## config.mk

```make
export PLATFORM = sky130hd
export DESIGN_NAME = multicycle_ctrl
export DESIGN_NICKNAME = d
export VERILOG_FILES = /design/src/rtl/multicycle_ctrl.sv
export SDC_FILE = /design/constraint.sdc
export NUM_CORES = 1
export LEC_CHECK = 0
export ABC_AREA = 1
export ABC_CLOCK_PERIOD_IN_PS = 2850
export CORE_MARGIN = 3
export CORE_UTILIZATION = 36
export DETAILED_ROUTE_END_ITERATION = 6
export DONT_BUFFER_PORTS = 1
export SLEW_MARGIN = 0
export SYNTH_ARGS = -nofsm -noshare
export SYNTH_HDL_FRONTEND = slang
export SYNTH_SLANG_ARGS = --single-unit
```

## constraint.sdc

```tcl
create_clock -name clk -period 2.85 [get_ports clk]
set_input_delay 0 -clock clk [delete_from_list [all_inputs] [get_ports clk]]
set_output_delay 0 -clock clk [all_outputs]
set_load 0.05 [all_outputs]
```

## src/rtl/multicycle_ctrl.sv

```systemverilog
// Control FSM for the 8-bit multicycle MIPS datapath: fetch, decode, execute, memory, writeback.
// Outputs are registered from the next state; only the branch-taken pcen term looks at zero directly.
module multicycle_ctrl (
    input  logic       clk,
    input  logic       reset,
    input  logic [5:0] op,
    input  logic [5:0] funct,
    input  logic       zero,
    output logic       memread,
    output logic       memwrite,
    output logic       alusrca,
    output logic [1:0] alusrcb,
    output logic       iord,
    output logic [3:0] irwrite,
    output logic       pcen,
    output logic [1:0] pcsrc,
    output logic       regwrite,
    output logic       regdst,
    output logic       memtoreg,
    output logic [2:0] alucontrol,
    output logic [3:0] state
);

    typedef enum logic [3:0] {
        FETCH1  = 4'd0,  FETCH2  = 4'd1,  FETCH3 = 4'd2,  FETCH4 = 4'd3,
        DECODE  = 4'd4,  MEMADR  = 4'd5,  LBRD   = 4'd6,  LBWR   = 4'd7,
        SBWR    = 4'd8,  RTYPEEX = 4'd9,  RTYPEWR = 4'd10, BEQEX = 4'd11,
        JEX     = 4'd12, ADDIEX  = 4'd13, ADDIWR = 4'd14, UNUSED = 4'd15
    } state_t;

    localparam logic [5:0] OP_LB = 6'b100000, OP_SB = 6'b101000, OP_RTYPE = 6'b000000,
                           OP_BEQ = 6'b000100, OP_J = 6'b000010, OP_ADDI = 6'b001000;

    typedef struct packed {
        logic       memread;
        logic       memwrite;
        logic       alusrca;
        logic [1:0] alusrcb;
        logic       iord;
        logic [3:0] irwrite;
        logic       pcen;
        logic       beq;
        logic [1:0] pcsrc;
        logic       regwrite;
        logic       regdst;
        logic       memtoreg;
        logic [2:0] alucontrol;
    } ctl_t;

    function automatic ctl_t decode(input state_t s, input logic [5:0] fn);
        ctl_t c;
        c = '0;
        c.alucontrol = 3'b010;
        case (s)
            FETCH1, FETCH2, FETCH3, FETCH4: begin
                c.memread = 1'b1;
                c.irwrite = 4'b0001 << s[1:0];
                c.alusrcb = 2'b01;
                c.pcen    = 1'b1;
            end
            DECODE:         c.alusrcb = 2'b11;
            MEMADR, ADDIEX: begin
                c.alusrca = 1'b1;
                c.alusrcb = 2'b10;
            end
            LBRD: begin
                c.memread = 1'b1;
                c.iord    = 1'b1;
            end
            LBWR: begin
                c.regwrite = 1'b1;
                c.memtoreg = 1'b1;
            end
            SBWR: begin
                c.memwrite = 1'b1;
                c.iord     = 1'b1;
            end
            RTYPEEX: begin
                c.alusrca = 1'b1;
                case (fn)
                    6'b100010: c.alucontrol = 3'b110;
                    6'b100100: c.alucontrol = 3'b000;
                    6'b100101: c.alucontrol = 3'b001;
                    6'b101010: c.alucontrol = 3'b111;
                    default:   c.alucontrol = 3'b010;
                endcase
            end
            RTYPEWR: begin
                c.regwrite = 1'b1;
                c.regdst   = 1'b1;
            end
            ADDIWR:  c.regwrite = 1'b1;
            BEQEX: begin
                c.alusrca    = 1'b1;
                c.alucontrol = 3'b110;
                c.pcsrc      = 2'b01;
                c.beq        = 1'b1;
            end
            JEX: begin
                c.pcsrc = 2'b10;
                c.pcen  = 1'b1;
            end
            default: ;
        endcase
        return c;
    endfunction

    localparam ctl_t CTL_RST = decode(FETCH1, 6'b000000);

    state_t r_state;
    state_t w_next;
    ctl_t   r_ctl;

    always_comb begin
        w_next = FETCH1;
        case (r_state)
            FETCH1:  w_next = FETCH2;
            FETCH2:  w_next = FETCH3;
            FETCH3:  w_next = FETCH4;
            FETCH4:  w_next = DECODE;
            DECODE: begin
                case (op)
                    OP_LB, OP_SB: w_next = MEMADR;
                    OP_RTYPE:     w_next = RTYPEEX;
                    OP_BEQ:       w_next = BEQEX;
                    OP_J:         w_next = JEX;
                    OP_ADDI:      w_next = ADDIEX;
                    default:      w_next = FETCH1;
                endcase
            end
            // op is still held in the IR here, so it picks load vs store
            MEMADR:  w_next = (op == OP_SB) ? SBWR : LBRD;
            LBRD:    w_next = LBWR;
            RTYPEEX: w_next = RTYPEWR;
            ADDIEX:  w_next = ADDIWR;
            default: w_next = FETCH1;
        endcase
    end

    always_ff @(posedge clk or posedge reset) begin
        if (reset) begin
            r_state <= FETCH1;
            r_ctl   <= CTL_RST;
        end else begin
            r_state <= w_next;
            r_ctl   <= decode(w_next, funct);
        end
    end

    assign memread    = r_ctl.memread;
    assign memwrite   = r_ctl.memwrite;
    assign alusrca    = r_ctl.alusrca;
    assign alusrcb    = r_ctl.alusrcb;
    assign iord       = r_ctl.iord;
    assign irwrite    = r_ctl.irwrite;
    assign pcen       = r_ctl.pcen | (r_ctl.beq & zero);
    assign pcsrc      = r_ctl.pcsrc;
    assign regwrite   = r_ctl.regwrite;
    assign regdst     = r_ctl.regdst;
    assign memtoreg   = r_ctl.memtoreg;
    assign alucontrol = r_ctl.alucontrol;
    assign state      = r_state;

endmodule

```

==> impl_metrics.yaml, run 1 <==
setup_path:
  critPathCaptureType: "flop"
  worstSetupPathType: "in -> reg"
  cpPeakStageDelay_ns: 0.58
  start_kind: "input port"
  worstPathCellList: "dlygate4sd3_1 > nor2_1 > dlygate4sd3_1 > nand2_1 > dlygate4sd3_1 > a21oi_1 > dlygate4sd3_1"
  reg2regPathDepth: 8
  worstPathMaxFanout: 3
  required_ns: 3.09
  r2r-start: "state[3]"
  slowest_stage: "dlygate4sd3_1"
  cp.arrival_ns: 2.49
  timing.rr.end: "alucontrol[2]"
  rrSetupSlack_ns: 0.61
  worst_path_most_repeated_cell: "dlygate4sd3_1"
drt:
  drc: 0
  dr.first_iter.drc_count: 18
  routed_wl_mm: 2.48
  dr.pass1.iters: 4
  viasPerCell: 4.65
  wl_per_cell_um: 12.7
  vias: 907
  drtAntennaViolNets: 0
synthesis:
  ys.flop_type: "dfrtp_1"
  yosys_warnings: 0
  synth_fp_nets: 158
  yosysMostFrequentCell: "nand2_1"
  synth.cell_area_um2: 1240
  synth_area_leader_cell: "dfrtp_1"
  synth_top_area_share_pct: 36.2
  synth.area.top_cells: "dfrtp_1 36%, dfstp_2 11%, nand2_1 8.1%, buf_4 6.6%, nor2_1 5.4%"
  avgSynthCellArea_um2: 8.71
  synth-edff-count: 0
  yosysSeqAreaShare_pct: 46.7
  synth.distinct_cells: 25
  netlist_instances: 143
  synth_common_cells: "27 x nand2_1, 18 x dfrtp_1, 18 x nor2_1"
  ys_ff_latch: 23
  async_flop_share_pct: 100
placement:
  finalWeightedCongestion: 0.836
  io_buffers: 0
  dp_hpwl_mm: 1.94
  preCtsSetupSlack_ns: 1.04
  dp.cells: 176
cts:
  tritoncts: "yes"
  cts_inserted_buffers: 3
  clock_path_buffers: 2
  clk_latency_ns: 0.30
  clock-sinks: 23
  h-tree-depth: 1
  cts_resized: 0
  cts_root_buffer: "clkbuf_4"
  path_clk_slew_ns: 0.12
  postCtsSetupBuffers: 0
sta:
  hold_viol: 0
  fin_worst_skew_ns: 0.00757
  tns_ns: 0
  rsz0062_at_grt: "false"
  tightest_slew_ns: 0.838
  timing.final.max_slew_violations: 0
  fmaxAchievable_ghz: 0.444
  fin_ws_ns: 0.597
  relSlewSlack_pct: 44.1
  fin_hold_ws_ns: 0.0107
  setup_violations: 0
  layout_worst_path_cycle_share_pct: 79.0
  fin_crit_ns: 2.25
cells_and_area:
  final_nets: 167
  final_util_pct: 43.9
  finalNonFillerCells: 195
  syn2layout_area_growth_pct: 12.0
  drive_above_1_share_pct: 29.1
  diodes: 0
  fillers: 318
outcome:
  outcome: "completed"
min_path:
  hp-start: "op[3]"
  hold_path_class: "in -> reg"
  holdPathStages: 5
  hold_end: "alusrca"
floorplanning:
  initial_core_util_pct: 39.2
  die-area_um2: 4200
  fp-row-count: 20
  ios: 38
  die_x_um: 64.8
  die_h_um: 64.8
  fp.coreArea_um2: 3180
global_route:
  grt_max_degree: 24
  grt.overflow.total: 0
  grt_pass1_vias: 959
  gr-usage-all-layers_pct: 13.2
  grt_pass1_wl_mm: 4.35
  antenna_found_initial: 0
job:
  maxCapViolCount: 0
power:
  p_leak_nw: 0.708
  irDropWorstVdd_mv: 0.268
  powerDensity_nw_per_um2: 940
-- metrics by stage --
step / cell area, um^2 / power [mW]
after floorplan: 1240 / 1.13
after global placement: 1220 / 1.16
after detailed placement: 1220 / 1.16
after CTS: 1390 / 1.32
after global routing: 1390 / 1.40
final: 1390 / 1.31
-- power breakdown --
| part | internal [mW] | switching [mW] |
|---|---|---|
| Clock | 0.0545 | 0.0891 |
| Sequential | 0.419 | 0.306 |
| Combinational | 0.135 | 0.305 |
-- state kept, by name, summed over array words and instances, names as in the netlist, 2 cells and up --
register and cells:
r_ctl 2, irwrite 4, state 4, alusrcb 2, alucontrol 3
-- critical path, delay by kind of cell --
| family | cells | cell delay (ns) |
|---|---|---|
| compound gates | 1 | 0.13 |
| simple gates | 2 | 0.14 |
| buf+inv | 4 | 2.23 |
-- worst max-delay path by stage --
stage               slack (ns)  cells past startpoint       endpoint  startpoint
floorplan                 1.29                      7       pcsrc[1]    state[2]
global placement          1.03                      7       pcsrc[1]    state[2]
detailed placement        1.04                      7       pcsrc[1]    state[2]
CTS                       0.61                      7  alucontrol[2]    funct[2]
global route              0.47                      8  alucontrol[2]    state[3]
finish                    0.60                      7  alucontrol[2]    funct[2]
-- layout make-up --
class | count | area (um^2) | area share (%)
Sequential cell | 23 | 582 | 41.7
Timing Repair Buffer | 15 | 150 | 10.8
Inverter | 20 | 75.1 | 5.39
Clock buffer | 4 | 26.3 | 1.89
Multi-Input combinational cell | 89 | 505 | 36.3
Tap cell | 44 | 55.1 | 3.95
-- layer usage --
metal,GRT usage [%],vias to the layer above,routed length (um)
met5,0,-,0
met4,5.54,0,42
met3,3.12,5,167
met2,21.7,33,1240
met1,16.6,423,1030
li1,-,446,-
-- cells by family (layout without fill, tap and decap cells) --
kind of cell | after synthesis | count (layout) | synth area share, %
simple gates | 82 | 82 | 36.3
buf+inv | 31 | 39 | 12.7
flops | 23 | 23 | 46.7
compound gates | 6 | 6 | 3.62
xor+xnor | 1 | 1 | 0.704
-- repair_timing --
item                                    in CTS  in global routing
endpoints found under the setup margin       0                  0
endpoints found under the hold margin       26                  0
hold buffers                                15                  0
-- placed cells by master (no fill, tap or decap), types with 2 or more instances in the layout --
master / instances
nor2_1: 18
nand3_2: 4
nand3_1: 8
o21ai_2: 2
nand4_1: 2
clkbuf_4: 3
dlygate4sd3_1: 15
inv_1: 12
dfstp_2: 5
nor2_2: 5
nand2_1: 27
nand2_4: 2
dfrtp_1: 18
nor2_4: 6
nand2_2: 5
inv_2: 8
Note: power is estimated with default switching activity, not from simulation.
==> run 2, diff against run 1 <==
ABC_CLOCK_PERIOD_IN_PS = 2270   (was 2850)
clock period = 2.27 ns   (was 2.85 ns; I/O delays follow)
==> run 2 against run 1 <==
  * Non-clock buffer count is 3 higher
  * Critical path depth is 1 higher
  * Sequential power is 16% higher
  * Routed wire length is 3.2% lower
  * Worst hold slack better by 0.018 ns
  * First-iteration DRC count is 110% higher
  * Design area is 1.6% higher
  * Sequential share of layout area is 0.66 points lower
  * Clock power is 23% higher
  * Die area stayed put
  * Sequential cell count stayed put
  * Final cell count is 1.5% higher
  * Critical path type is now reg -> reg
  * Critical endpoint unchanged
  * Largest power group unchanged
==> impl_metrics.yaml, run 2 (synthesized netlist as in run 1, its figures left out) <==
global_route:
  grt_pass1_wl_mm: 4.21
  antenna_found_initial: 0
  grt_max_degree: 24
  grt_pass1_vias: 913
  gr-usage-all-layers_pct: 12.9
  grt.overflow.total: 0
drt:
  dr.pass1.iters: 4
  dr.first_iter.drc_count: 37
  vias: 905
  drc: 0
  wl_per_cell_um: 12.1
  viasPerCell: 4.57
  routed_wl_mm: 2.40
  drtAntennaViolNets: 0
setup_path:
  required_ns: 2.51
  worstSetupStartpoint: "state[0]"
  reg2regPathDepth: 8
  worstPathMaxFanout: 6
  worstSetupPathType: "reg -> reg"
  r2r-start: "state[0]"
  timing.rr.end: "alucontrol[2]"
  critPathCaptureType: "flop"
  rrSetupSlack_ns: 0.18
  cp.arrival_ns: 2.33
  crit_path_end: "alucontrol[2]"
  start_kind: "flop"
cts:
  cts_inserted_buffers: 3
  cts_resized: 0
  path_clk_slew_ns: 0.11
  postCtsSetupBuffers: 0
  clock_path_buffers: 2
  hold_buffers: 15
  h-tree-depth: 1
  clock-sinks: 23
  tritoncts: "yes"
  cts_root_buffer: "clkbuf_4"
  clk_latency_ns: 0.29
cells_and_area:
  syn2layout_area_growth_pct: 13.8
  drive_above_1_share_pct: 30.5
  layout_commonest_cell: "nand2_1"
  fin_area_um2: 1420
  diodes: 0
  final_cell_mix: "27 x nand2_1, 18 x nor2_1, 18 x dfrtp_1"
  finalNonFillerCells: 198
  final_nets: 170
sta:
  fin_worst_skew_ns: 0.00153
  tns_ns: 0
  hold_viol: 0
  relSlewSlack_pct: 46.0
  fin_crit_ns: 2.09
  rsz0062_at_grt: "false"
  timing.final.max_slew_violations: 0
  tightest_slew_ns: 0.808
  fin_hold_ws_ns: 0.0285
  setup_violations: 0
  fmaxAchievable_ghz: 0.477
  layout_worst_path_cycle_share_pct: 92.3
floorplanning:
  ios: 38
  die-area_um2: 4200
  fp.coreArea_um2: 3180
  die_h_um: 64.8
  die_x_um: 64.8
  fp-row-count: 20
  initial_core_util_pct: 39.2
placement:
  finalWeightedCongestion: 0.922
  dp.cells: 179
  io_buffers: 0
  dp_hpwl_mm: 1.93
  placed_cell_area_um2: 1240
outcome:
  outcome: "completed"
min_path:
  hold_path_class: "in -> reg"
  holdPathStages: 4
power:
  irDropWorstVdd_mv: 0.380
  powerDensity_nw_per_um2: 1180
  p_leak_nw: 0.726
  total_power_mw: 1.67
job:
  maxCapViolCount: 0
-- run 2: stage by stage --
step                      worst slack (ns)  util (%)
final                                0.175      44.6
after global routing                0.0727      44.6
after CTS                            0.141      44.6
after detailed placement             0.547      39.0
after global placement               0.577      39.0
after floorplan                      0.709         -
-- run 2: worst min path at each step --
stage / startpoint / end / slack (ns)
6_report: op[4] / state[1] / 0.03
5_1_grt: op[4] / state[1] / 0.03
4_1_cts: op[4] / memread / 0.0007
3_5_place_dp: reset / irwrite[3] / 0.11
3_3_place_gp: reset / irwrite[1] / 0.09
2_1_floorplan: reset / alucontrol[0] / -0.002
-- run 2: per-layer routing --
| metal | up-vias | wire, um | global-route usage (%) |
|---|---|---|---|
| met1 | 420 | 977 | 16.0 |
| met3 | 2 | 150 | 2.77 |
| met5 | - | 0 | 0 |
| met2 | 27 | 1250 | 21.8 |
| met4 | 0 | 30 | 4.75 |
| li1 | 456 | - | - |
-- run 2: final cells by class --
class                   instances  area, um^2
fillers                       329        1760
repair buffers                 18         173
flip-flops and latches         23         582
multi-input cells              89         505
well taps                      44        55.1
clock buffers                   4        26.3
inverters                      20        75.1
-- run 2: critical path, cell delays in order, from the launching register on --
cell           delay (ns)
dfrtp_1              0.64
inv_2                0.17
nand2_2              0.09
nor2_4               0.17
nand4_1              0.13
nand3_2              0.12
nand2_1              0.06
a21oi_1              0.11
dlygate4sd3_1        0.55
-- run 2: power by group --
part / internal (mW) / total (mW) / switching (mW) / leakage [nW]
registers: 0.527 / 0.843 / 0.316 / 0.295
logic: 0.191 / 0.647 / 0.456 / 0.416
clock network: 0.0682 / 0.177 / 0.109 / 0.0150
total: 0.787 / 1.67 / 0.880 / 0.726
==> run 3, diff against run 2 <==
CORE_UTILIZATION = 61   (was 36)
PLACE_DENSITY = 0.77   (was not set)
==> run 3 against run 2 <==
  * The flow now finishes with violations (hold timing)
  * Critical path type unchanged
  * Worst setup slack gained 0.081 ns
  * Final cell count fell by 9.6%
  * Design area fell by 1.6%
  * Clock power grew 7%
  * Register-to-register slack gained 0.08 ns
  * Largest cell class unchanged
==> impl_metrics.yaml, run 3 (synthesized netlist as in run 1, its figures left out) <==
cells_and_area:
  fillers: 134
  final_nets: 170
  syn2layout_area_growth_pct: 12.0
  diodes: 0
  drive_above_1_share_pct: 31.2
  final_cell_mix: "27 x nand2_1, 18 x nor2_1, 18 x dfrtp_1"
  layout_commonest_cell: "nand2_1"
setup_path:
  r2r-start: "state[0]"
  cp.arrival_ns: 2.28
  rrSetupSlack_ns: 0.26
  worstSetupPathType: "reg -> reg"
  critPathCaptureType: "flop"
  required_ns: 2.53
  cpLargestDelayFamily: "flip-flops"
  reg2regPathDepth: 5
  timing.rr.end: "memwrite"
  worst-path-stages: 5
  worstPathMaxFanout: 6
  cpPeakStageDelay_ns: 0.78
  worstPathCellList: "nand2_2 > nor2_4 > nand4_2 > dlygate4sd3_1 > inv_1"
  crit_buf_inv: 2
  slowest_stage: "dfrtp_1"
  start_kind: "flop"
cts:
  clock-sinks: 23
  cts_root_buffer: "clkbuf_4"
  h-tree-depth: 1
  clk_latency_ns: 0.31
  path_clk_slew_ns: 0.13
  postCtsSetupBuffers: 0
  cts_inserted_buffers: 3
  cts_resized: 0
  clock_path_buffers: 2
  tritoncts: "yes"
sta:
  rsz0062_at_grt: "false"
  tns_ns: 0
  tightest_slew_ns: 0.819
  relSlewSlack_pct: 45.3
  fin_worst_skew_ns: 0.00533
  fin_crit_ns: 2.01
  hold_viol: 1
  layout_worst_path_cycle_share_pct: 88.7
  fmaxAchievable_ghz: 0.497
  setup_violations: 0
  timing.final.max_slew_violations: 0
  fin_hold_ws_ns: -0.00289
global_route:
  gr-usage-all-layers_pct: 21.0
  grt_pass1_vias: 947
  grt.overflow.total: 0
  grt_max_degree: 24
  antenna_found_initial: 0
  grt_pass1_wl_mm: 4.08
power:
  total_power_mw: 1.71
  p_leak_nw: 0.724
  powerDensity_nw_per_um2: 1230
  irDropWorstVdd_mv: 0.581
drt:
  viasPerCell: 5.20
  routed_wl_mm: 2.43
  drc: 0
  dr.pass1.iters: 4
  dr.first_iter.drc_count: 21
  vias: 930
  drtAntennaViolNets: 0
  wl_per_cell_um: 13.6
min_path:
  hold_end: "alucontrol[2]"
  holdPathStages: 5
  hp-start: "op[4]"
  hold_path_class: "in -> reg"
floorplanning:
  die-area_um2: 2620
  die_x_um: 51.2
  ios: 38
  fp-row-count: 15
  initial_core_util_pct: 68.4
  die_h_um: 51.2
  fp.coreArea_um2: 1820
placement:
  io_buffers: 0
  dp_hpwl_mm: 1.72
  finalWeightedCongestion: 0.879
outcome:
  outcome: "finished, violations left"
  violations: "hold timing"
job:
  maxCapViolCount: 0
[run 3: cell count changes in the layout (fill, tap and decap cells not counted), sizes merged]
cell    before  now
clkbuf       4    3
clkinv       0    1
[run 3: worst max-delay path by stage]
stage / slack, ns / to / startpoint
CTS: 0.02 / alucontrol[2] / funct[2]
global placement: 0.58 / memread / state[0]
finish: 0.26 / memwrite / state[0]
global route: 0.18 / memwrite / state[0]
detailed placement: 0.55 / memread / state[0]
floorplan: 0.71 / pcsrc[1] / state[2]
[run 3: metrics by stage]
step / util, % / worst slack (ns) / std cells / area [um^2] / hold slack, ns
after CTS: 77.1 / 0.0248 / 180 / 1400 / 0.00362
after floorplan: - / 0.709 / 143 / 1240 / -0.00178
after global placement: 66.8 / 0.582 / 160 / 1220 / 0.0805
after detailed placement: 66.8 / 0.551 / 160 / 1220 / 0.0950
final: 76.6 / 0.256 / 179 / 1390 / -0.00289
after global routing: 76.6 / 0.176 / 179 / 1390 / 0.00424
[run 3: where the power goes]
part	switching [mW]	leakage, nW	internal, mW
Clock	0.123	0.0177	0.0657
Sequential	0.326	0.295	0.527
Combinational	0.456	0.411	0.210
Total	0.905	0.724	0.803
[run 3: timing repair]
item                       4_1_cts  5_1_grt
setup endpoints to repair        0        1
hold buffers                    16        0
hold endpoints to repair        27        0
[run 3: area by class of cell]
type,instances,area (um^2),share of cell area [%]
tap,25,31.3,2.24
timing repair buffer,18,173,12.4
inverter,20,75.1,5.39
clock buffer,3,22.5,1.62
clock inverter,1,5.00,0.359
sequential,23,582,41.7
multi-input combinational,89,505,36.3
[run 3: routing by layer]
layer | track usage [%] | vias to the layer above | share of wire, %
met5 | 0 | - | 0
met4 | 7.62 | 0 | 0.41
met3 | 4.37 | 2 | 5.3
met2 | 36.5 | 37 | 51
met1 | 25.6 | 437 | 43
li1 | - | 454 | -
[run 3: worst reg2reg max path, delay by kind of cell, from the launching register on]
| kind | cells | cell delay, ns |
|---|---|---|
| and+or+nand+nor | 3 | 0.54 |
| DFF | 1 | 0.78 |
| buffers and inverters | 2 | 0.65 |
